**config.mk**
```make
export PLATFORM = sky130hd
export DESIGN_NAME = img_frame_gen
export DESIGN_NICKNAME = d
export VERILOG_FILES = /design/src/rtl/img_frame_gen.sv
export SDC_FILE = /design/constraint.sdc
export NUM_CORES = 1
export LEC_CHECK = 0
export ABC_AREA = 1
export BUFFER_PORTS_ARGS = -buffer_cell sky130_fd_sc_hd__buf_2
export CORE_ASPECT_RATIO = 1.75
export CORE_UTILIZATION = 35
export DETAILED_ROUTE_END_ITERATION = 10
export HOLD_SLACK_MARGIN = 0.12
export SETUP_SLACK_MARGIN = 0.3
export SYNTH_ARGS = -nofsm -noshare
export SYNTH_HDL_FRONTEND = slang
export SYNTH_SLANG_ARGS = --single-unit
```
**constraint.sdc**
```tcl
create_clock -name clk -period 4.6 [get_ports clk]
set_input_delay 0.46 -clock clk [delete_from_list [all_inputs] [get_ports clk]]
set_output_delay 0.46 -clock clk [all_outputs]
set_load 0.02 [all_outputs]
```
**src/rtl/img_frame_gen.sv**
```systemverilog
// rtl/img_frame_gen.sv - parallel-interface image frame transmitter with decrementing pixel pattern
//
// Emits one frame (img_fv / img_lv / img_d) per level change on cmd_frame.
// Pixels start at PixelInitial on every frame and decrement modulo 4096,
// continuing across line boundaries.
//
// Ports:
//   clk                sole clock, outputs launched on its rising edge
//   rst_               asynchronous active-low reset
//   cmd_frame          toggle command, each level change requests one frame
//   img_fv             frame valid
//   img_lv             line valid
//   img_d              pixel data, 0 whenever img_lv is low
//   status_busy        high while a frame is being emitted
//   status_frameDone   toggles once per completed frame
//   status_pixelCount  pixels emitted in the current or last frame
module img_frame_gen #(
   parameter int          ImgWidth     = 2304,
   parameter int          ImgHeight    = 1296,
   parameter int          FvToLv       = 4,
   parameter int          LineBlank    = 8,
   parameter int          LvToFv       = 4,
   parameter logic [11:0] PixelInitial = 12'hFFF
) (
   input  logic                                        clk,
   input  logic                                        rst_,
   input  logic                                        cmd_frame,
   output logic                                        img_fv,
   output logic                                        img_lv,
   output logic [11:0]                                 img_d,
   output logic                                        status_busy,
   output logic                                        status_frameDone,
   output logic [$clog2(ImgWidth*ImgHeight+1)-1:0]     status_pixelCount
);

   localparam int PcW   = $clog2(ImgWidth*ImgHeight+1);
   localparam int ColW  = (ImgWidth  > 1) ? $clog2(ImgWidth)  : 1;
   localparam int RowW  = (ImgHeight > 1) ? $clog2(ImgHeight) : 1;
   localparam int PhMax = (FvToLv > LineBlank) ?
                          ((FvToLv > LvToFv) ? FvToLv : LvToFv) :
                          ((LineBlank > LvToFv) ? LineBlank : LvToFv);
   localparam int PhW   = (PhMax > 1) ? $clog2(PhMax) : 1;

   typedef enum logic [2:0] {
      ST_INIT,
      ST_IDLE,
      ST_PRE,
      ST_LINE,
      ST_BLANK,
      ST_POST
   } state_t;

   state_t          state, state_n;
   logic            ack, ack_n;
   logic [PhW-1:0]  cnt, cnt_n;
   logic [ColW-1:0] col, col_n;
   logic [RowW-1:0] row, row_n;
   logic [11:0]     pix, pix_n;
   logic [PcW-1:0]  pc, pc_n;
   logic            done, done_n;

   always_ff @(posedge clk or negedge rst_) begin
      if (!rst_) begin
         state <= ST_INIT;
         ack   <= 1'b0;
         cnt   <= '0;
         col   <= '0;
         row   <= '0;
         pix   <= '0;
         pc    <= '0;
         done  <= 1'b0;
      end else begin
         state <= state_n;
         ack   <= ack_n;
         cnt   <= cnt_n;
         col   <= col_n;
         row   <= row_n;
         pix   <= pix_n;
         pc    <= pc_n;
         done  <= done_n;
      end
   end

   always_comb begin
      state_n = state;
      ack_n   = ack;
      cnt_n   = cnt;
      col_n   = col;
      row_n   = row;
      pix_n   = pix;
      pc_n    = pc;
      done_n  = done;
      unique case (state)
         // Absorb whatever toggle level is present at reset release.
         ST_INIT: begin
            ack_n   = cmd_frame;
            state_n = ST_IDLE;
         end
         ST_IDLE: begin
            if (cmd_frame != ack) begin
               ack_n   = cmd_frame;
               pc_n    = '0;
               pix_n   = PixelInitial;
               cnt_n   = '0;
               state_n = ST_PRE;
            end
         end
         ST_PRE: begin
            if (cnt == PhW'(FvToLv - 1)) begin
               col_n   = '0;
               row_n   = '0;
               state_n = ST_LINE;
            end else begin
               cnt_n = cnt + PhW'(1);
            end
         end
         ST_LINE: begin
            pix_n = pix - 12'd1;
            pc_n  = pc + PcW'(1);
            if (col == ColW'(ImgWidth - 1)) begin
               cnt_n = '0;
               if (row == RowW'(ImgHeight - 1)) begin
                  state_n = ST_POST;
               end else begin
                  row_n   = row + RowW'(1);
                  state_n = ST_BLANK;
               end
            end else begin
               col_n = col + ColW'(1);
            end
         end
         ST_BLANK: begin
            if (cnt == PhW'(LineBlank - 1)) begin
               col_n   = '0;
               state_n = ST_LINE;
            end else begin
               cnt_n = cnt + PhW'(1);
            end
         end
         ST_POST: begin
            if (cnt == PhW'(LvToFv - 1)) begin
               done_n  = ~done;
               state_n = ST_IDLE;
            end else begin
               cnt_n = cnt + PhW'(1);
            end
         end
         default: state_n = ST_INIT;
      endcase
   end

   // Outputs decode only registered state, so they change solely on clk
   // edges and drop together with the asynchronous reset.
   assign img_fv            = (state == ST_PRE) || (state == ST_LINE) ||
                              (state == ST_BLANK) || (state == ST_POST);
   assign img_lv            = (state == ST_LINE);
   assign img_d             = (state == ST_LINE) ? pix : 12'h000;
   assign status_busy       = img_fv;
   assign status_frameDone  = done;
   assign status_pixelCount = pc;

endmodule

```
=== After elaboration in Yosys (flattened, before gate mapping) ===
Index checks and enable logic that the tools add are counted.

* Flip-flop bits (word level): 65
* Bits of input ports: 3
* Output and inout bits: 38
* Logic and storage cells: 77

* Add/sub/neg operators: 5
* Equal/unequal tests: 19
* Mux-type cells: 27
* Bitwise gates (word level): 1
* Reductions and logical operators: 17

{| class="wikitable"
|+ Operator list
! operator !! count
|-
| $mux W12 || 5
|-
| $pmux W22 S2 || 1
|-
| $pmux W12 S3 || 1
|-
| $mux W11 || 3
|-
| $mux W3 || 9
|-
| $pmux W12 S2 || 1
|-
| $add A22 B1 Y22 const B || 1
|-
| $mux W22 || 1
|-
| $pmux W11 S2 || 1
|-
| $pmux W3 S6 || 1
|-
| $ne A2 B2 Y1 const B || 8
|-
| $add A12 B1 Y12 const B || 1
|-
| $eq A12 B12 Y1 const B || 1
|-
| $pmux W3 S4 || 1
|-
| $sub A12 B1 Y12 const B || 1
|-
| $add A11 B1 Y11 const B || 1
|-
| $eq A11 B11 Y1 const B || 1
|-
| $reduce_and A5 Y1 || 2
|-
| $eq A3 B2 Y1 const B || 3
|-
| $eq A3 B3 Y1 const B || 3
|-
| $reduce_and A4 Y1 || 2
|-
| $reduce_and A2 Y1 || 3
|-
| $reduce_bool A2 Y1 || 3
|-
| $reduce_bool A4 Y1 || 1
|-
| 11 further kinds || 14
|}

=== Depth between registers and ports, before layout ===
* Depth in word-level cells: 4
* Mapped depth: 10

=== Worst setup path before layout ===
Ideal clock, no wire load.

* Kind: reg-to-output
* Start: register state[1]
* End: output port img_d[10]
* Data arrival time: 1.317 ns
* Required time: 4.140 ns
* Path slack: 2.823 ns
* Cell stages (with the launch flop): 7
* Path buffers: 2
* Cells stage by stage: dfrtp_1 > inv_2 > nor2_2 > nand2_2 > buf_6 > clkbuf_1 > nor2_1

* Longest elaborated chain between the ends: 2

{| class="wikitable"
|+ RTL lines
! element !! RTL line !! text
|-
| from (decl) || 53 || <nowiki>state_t state, state_n;</nowiki>
|-
| from (signal assigned) || 73 || <nowiki>state <= state_n;</nowiki>
|-
| $eq A3 B2 Y1 || 157 || <nowiki>assign img_d = (state == ST_LINE) ? pix : 12'h000;</nowiki>
|-
| $mux W12 || 157 ||
|-
| to (decl) || 30 || <nowiki>output logic [11:0] img_d,</nowiki>
|}

No other way between the ends.

=== Worst setup path after layout ===
* Start: register state[1]
* End: output port img_d[0]

The elaborated chain is that of the path after synthesis.

==> impl_metrics.ini <==
[power]
irDropWorstVdd_mv = 0.384
p_leak_nw = 2.37
power.density_nw_per_um2 = 573

[global_routing]
grt_max_degree = 43
grt_pass1_vias = 3947
gr-total-overflow = 0
track_usage = 0.184
antenna_found_initial = 0
grt_pass1_wl_um = 18000

[placed_design]
place_congestion = 0.843
dp_hpwl_um = 7830
dp_slack_ns = 2.42
portBuffers = 40

[setup_path]
crit_type = reg2out
crit_start = state[1]
critPathMaxFanout = 29
reg2reg_slack_ns = 2.42
cp.required_ns = 4.14
timing.rr.start = col[0]
ff2ff_path_depth = 8
timing.rr.end = row[10]
end_kind = output pin
crit_arrival_ns = 2.01
startpoint_type = flop

[clocking]
cts_buffer_depth = 2
h-tree-depth = 3
post_cts_buffers = 0
clk_latency_ns = 0.33
clk_root_buffer_cell = clkbuf_16
hold_buffers = 0
cts_tree = built
cts_resized = 0
cts.sinks = 65
clk_pin_slew_ns = 0.06
cts_made_buffers = 9

[cells_and_area]
n_antenna_cell = 0
multi_input_area_um2 = 2200
n_fill_cell = 1199
seq_area_um2 = 1630
nets = 668
syn_to_final_growth_pct = 14.8
drive_above_1_share = 0.130

[logic_synthesis]
synthArstFlopShare = 1.00
syn_area_um2 = 4150
syn-num-nets = 627
synth_cell_types = 30
syn_area_per_cell_um2 = 6.73
synth_edf_count = 0
synthFlopType = dfrtp_1
ys_ff_latch = 65
yosys_warnings = 0
synth_cells = 617
ys_seq_area_frac = 0.392

[detailed_routing]
vias = 4011
route.detailed.wl_per_inst_um = 13.3
ant_nets = 0
vias_per_cell = 5.03
drc_errors = 6
first_pass_iters = 8
wl_um = 10600
first_iter_violations = 197

[sta]
slew_headroom = 0.526
hold_viol = 0
max_freq_mhz = 405
whs_ns = 0.121
period_needed_ns = 2.47
postLayoutSetupSlackWorst_ns = 2.13
setup_violations = 0
worst_clock_skew_ns = 0.00552
tightest_slew_ns = 0.709
finalMaxSlewViolations = 0
fin_crit_sh = 0.537
rsz0062_at_grt = no
final.setup.tns_ns = 0

[status]
violations = DRC
status = finished, violations left

[floorplan]
dieHeight_um = 146
placementRows = 52
coreArea_um2 = 11600
dieArea_um2 = 12300
die_w_um = 84.4
io-pin-count = 41
initial_core_util = 0.359

[min_path]
min_path_type = in2async

[flow_run]
maxCapViolations = 0
-- state kept, by name (all words and copies together) (netlist names) --
signal / count
col: 12
status_pixelCount: 22
pix: 12
status_frameDone: 1
row: 11
cnt: 3
state: 3
ack: 1
-- critical path, stage by stage, from the launching register on --
cell     delay [ns]
dfrtp_1        0.43
inv_2          0.09
nor2_2         0.18
nand2_2        0.44
nor2_1         0.33
buf_2          0.21
-- cell usage after synthesis (2+ instances only) --
| cell | instances | area, um^2 |
|---|---|---|
| nor2_1 | 85 | 319 |
| buf_4 | 4 | 30.0 |
| o21bai_1 | 4 | 30.0 |
| nand3b_1 | 4 | 30.0 |
| or2_2 | 3 | 18.8 |
| nor2_4 | 3 | 33.8 |
| o22ai_1 | 2 | 12.5 |
| nand4_1 | 10 | 62.6 |
| inv_1 | 58 | 218 |
| a21oi_1 | 11 | 55.1 |
| ha_1 | 7 | 87.6 |
| buf_2 | 4 | 20.0 |
| xor2_1 | 8 | 70.1 |
| nand3_1 | 61 | 305 |
| o21ai_2 | 3 | 26.3 |
| inv_2 | 5 | 18.8 |
| buf_6 | 3 | 33.8 |
| nand2_2 | 5 | 31.3 |
| o21ai_0 | 27 | 135 |
| dfrtp_1 | 65 | 1630 |
| nand2_1 | 221 | 830 |
| nor2_2 | 7 | 43.8 |
| nor3_1 | 10 | 50.1 |
-- where the power goes --
group	total [mW]	switching, mW	internal, mW
registers	0.896	0.181	0.715
clock network	0.714	0.252	0.463
logic	1.12	0.798	0.323
-- per-layer routing --
| metal | share of wire | vias up | wire, um | track usage |
|---|---|---|---|---|
| met5 | 0 | - | 0 | 0 |
| met3 | 0.025 | 17 | 268 | 0.0367 |
| li1 | - | 2046 | - | - |
| met4 | 0.025 | 0 | 269 | 0.0915 |
| met2 | 0.55 | 66 | 5840 | 0.351 |
| met1 | 0.40 | 1882 | 4260 | 0.186 |
-- per-stage QoR --
step / power [mW] / utilization / cell area [um^2] / cells
floorplan: 1.72 / - / 4150 / 617
global placement: 2.00 / 0.384 / 4450 / 782
detailed placement: 2.03 / 0.384 / 4450 / 782
CTS: 2.76 / 0.412 / 4770 / 798
global route: 2.94 / 0.412 / 4770 / 798
finish: 2.73 / 0.412 / 4770 / 798
-- logic make-up after synthesis --
group / after synthesis / share of synthesized area
XOR/XNOR: 8 / 0.0169
AO/OA/AOI/OAI: 49 / 0.0663
adder cells (fa/ha/maj): 7 / 0.0211
buffers and inverters: 75 / 0.0780
flip-flops: 65 / 0.392
AND/OR/NAND/NOR: 413 / 0.426
-- layout make-up --
cell class | count | share of cell area
clock buffer | 12 | 0.0559
clock inverter | 4 | 0.0105
inverter | 63 | 0.0496
multi-input combinational | 477 | 0.462
sequential | 65 | 0.341
tap | 135 | 0.0354
timing repair buffer | 42 | 0.0451
-- layout by cell type, fill, tap and decap left out, types with 7 or more instances in the layout --
cell and count:
a21oi_1 11, buf_2 40, clkbuf_16 9, dfrtp_1 65, ha_1 7, inv_1 58, nand2_1 221, nand3_1 61
nand4_1 10, nor2_1 85, nor2_2 7, nor3_1 10, o21ai_0 27, xor2_1 8
-- worst max-delay path by stage --
| stage | cells past startpoint | to |
|---|---|---|
| after floorplan | 6 | img_d[10] |
| after global placement | 7 | row[10] |
| after detailed placement | 8 | row[9] |
| after CTS | 5 | img_d[0] |
| after global routing | 5 | img_d[0] |
| final | 5 | img_d[0] |
(Power assumes the default switching activity.)
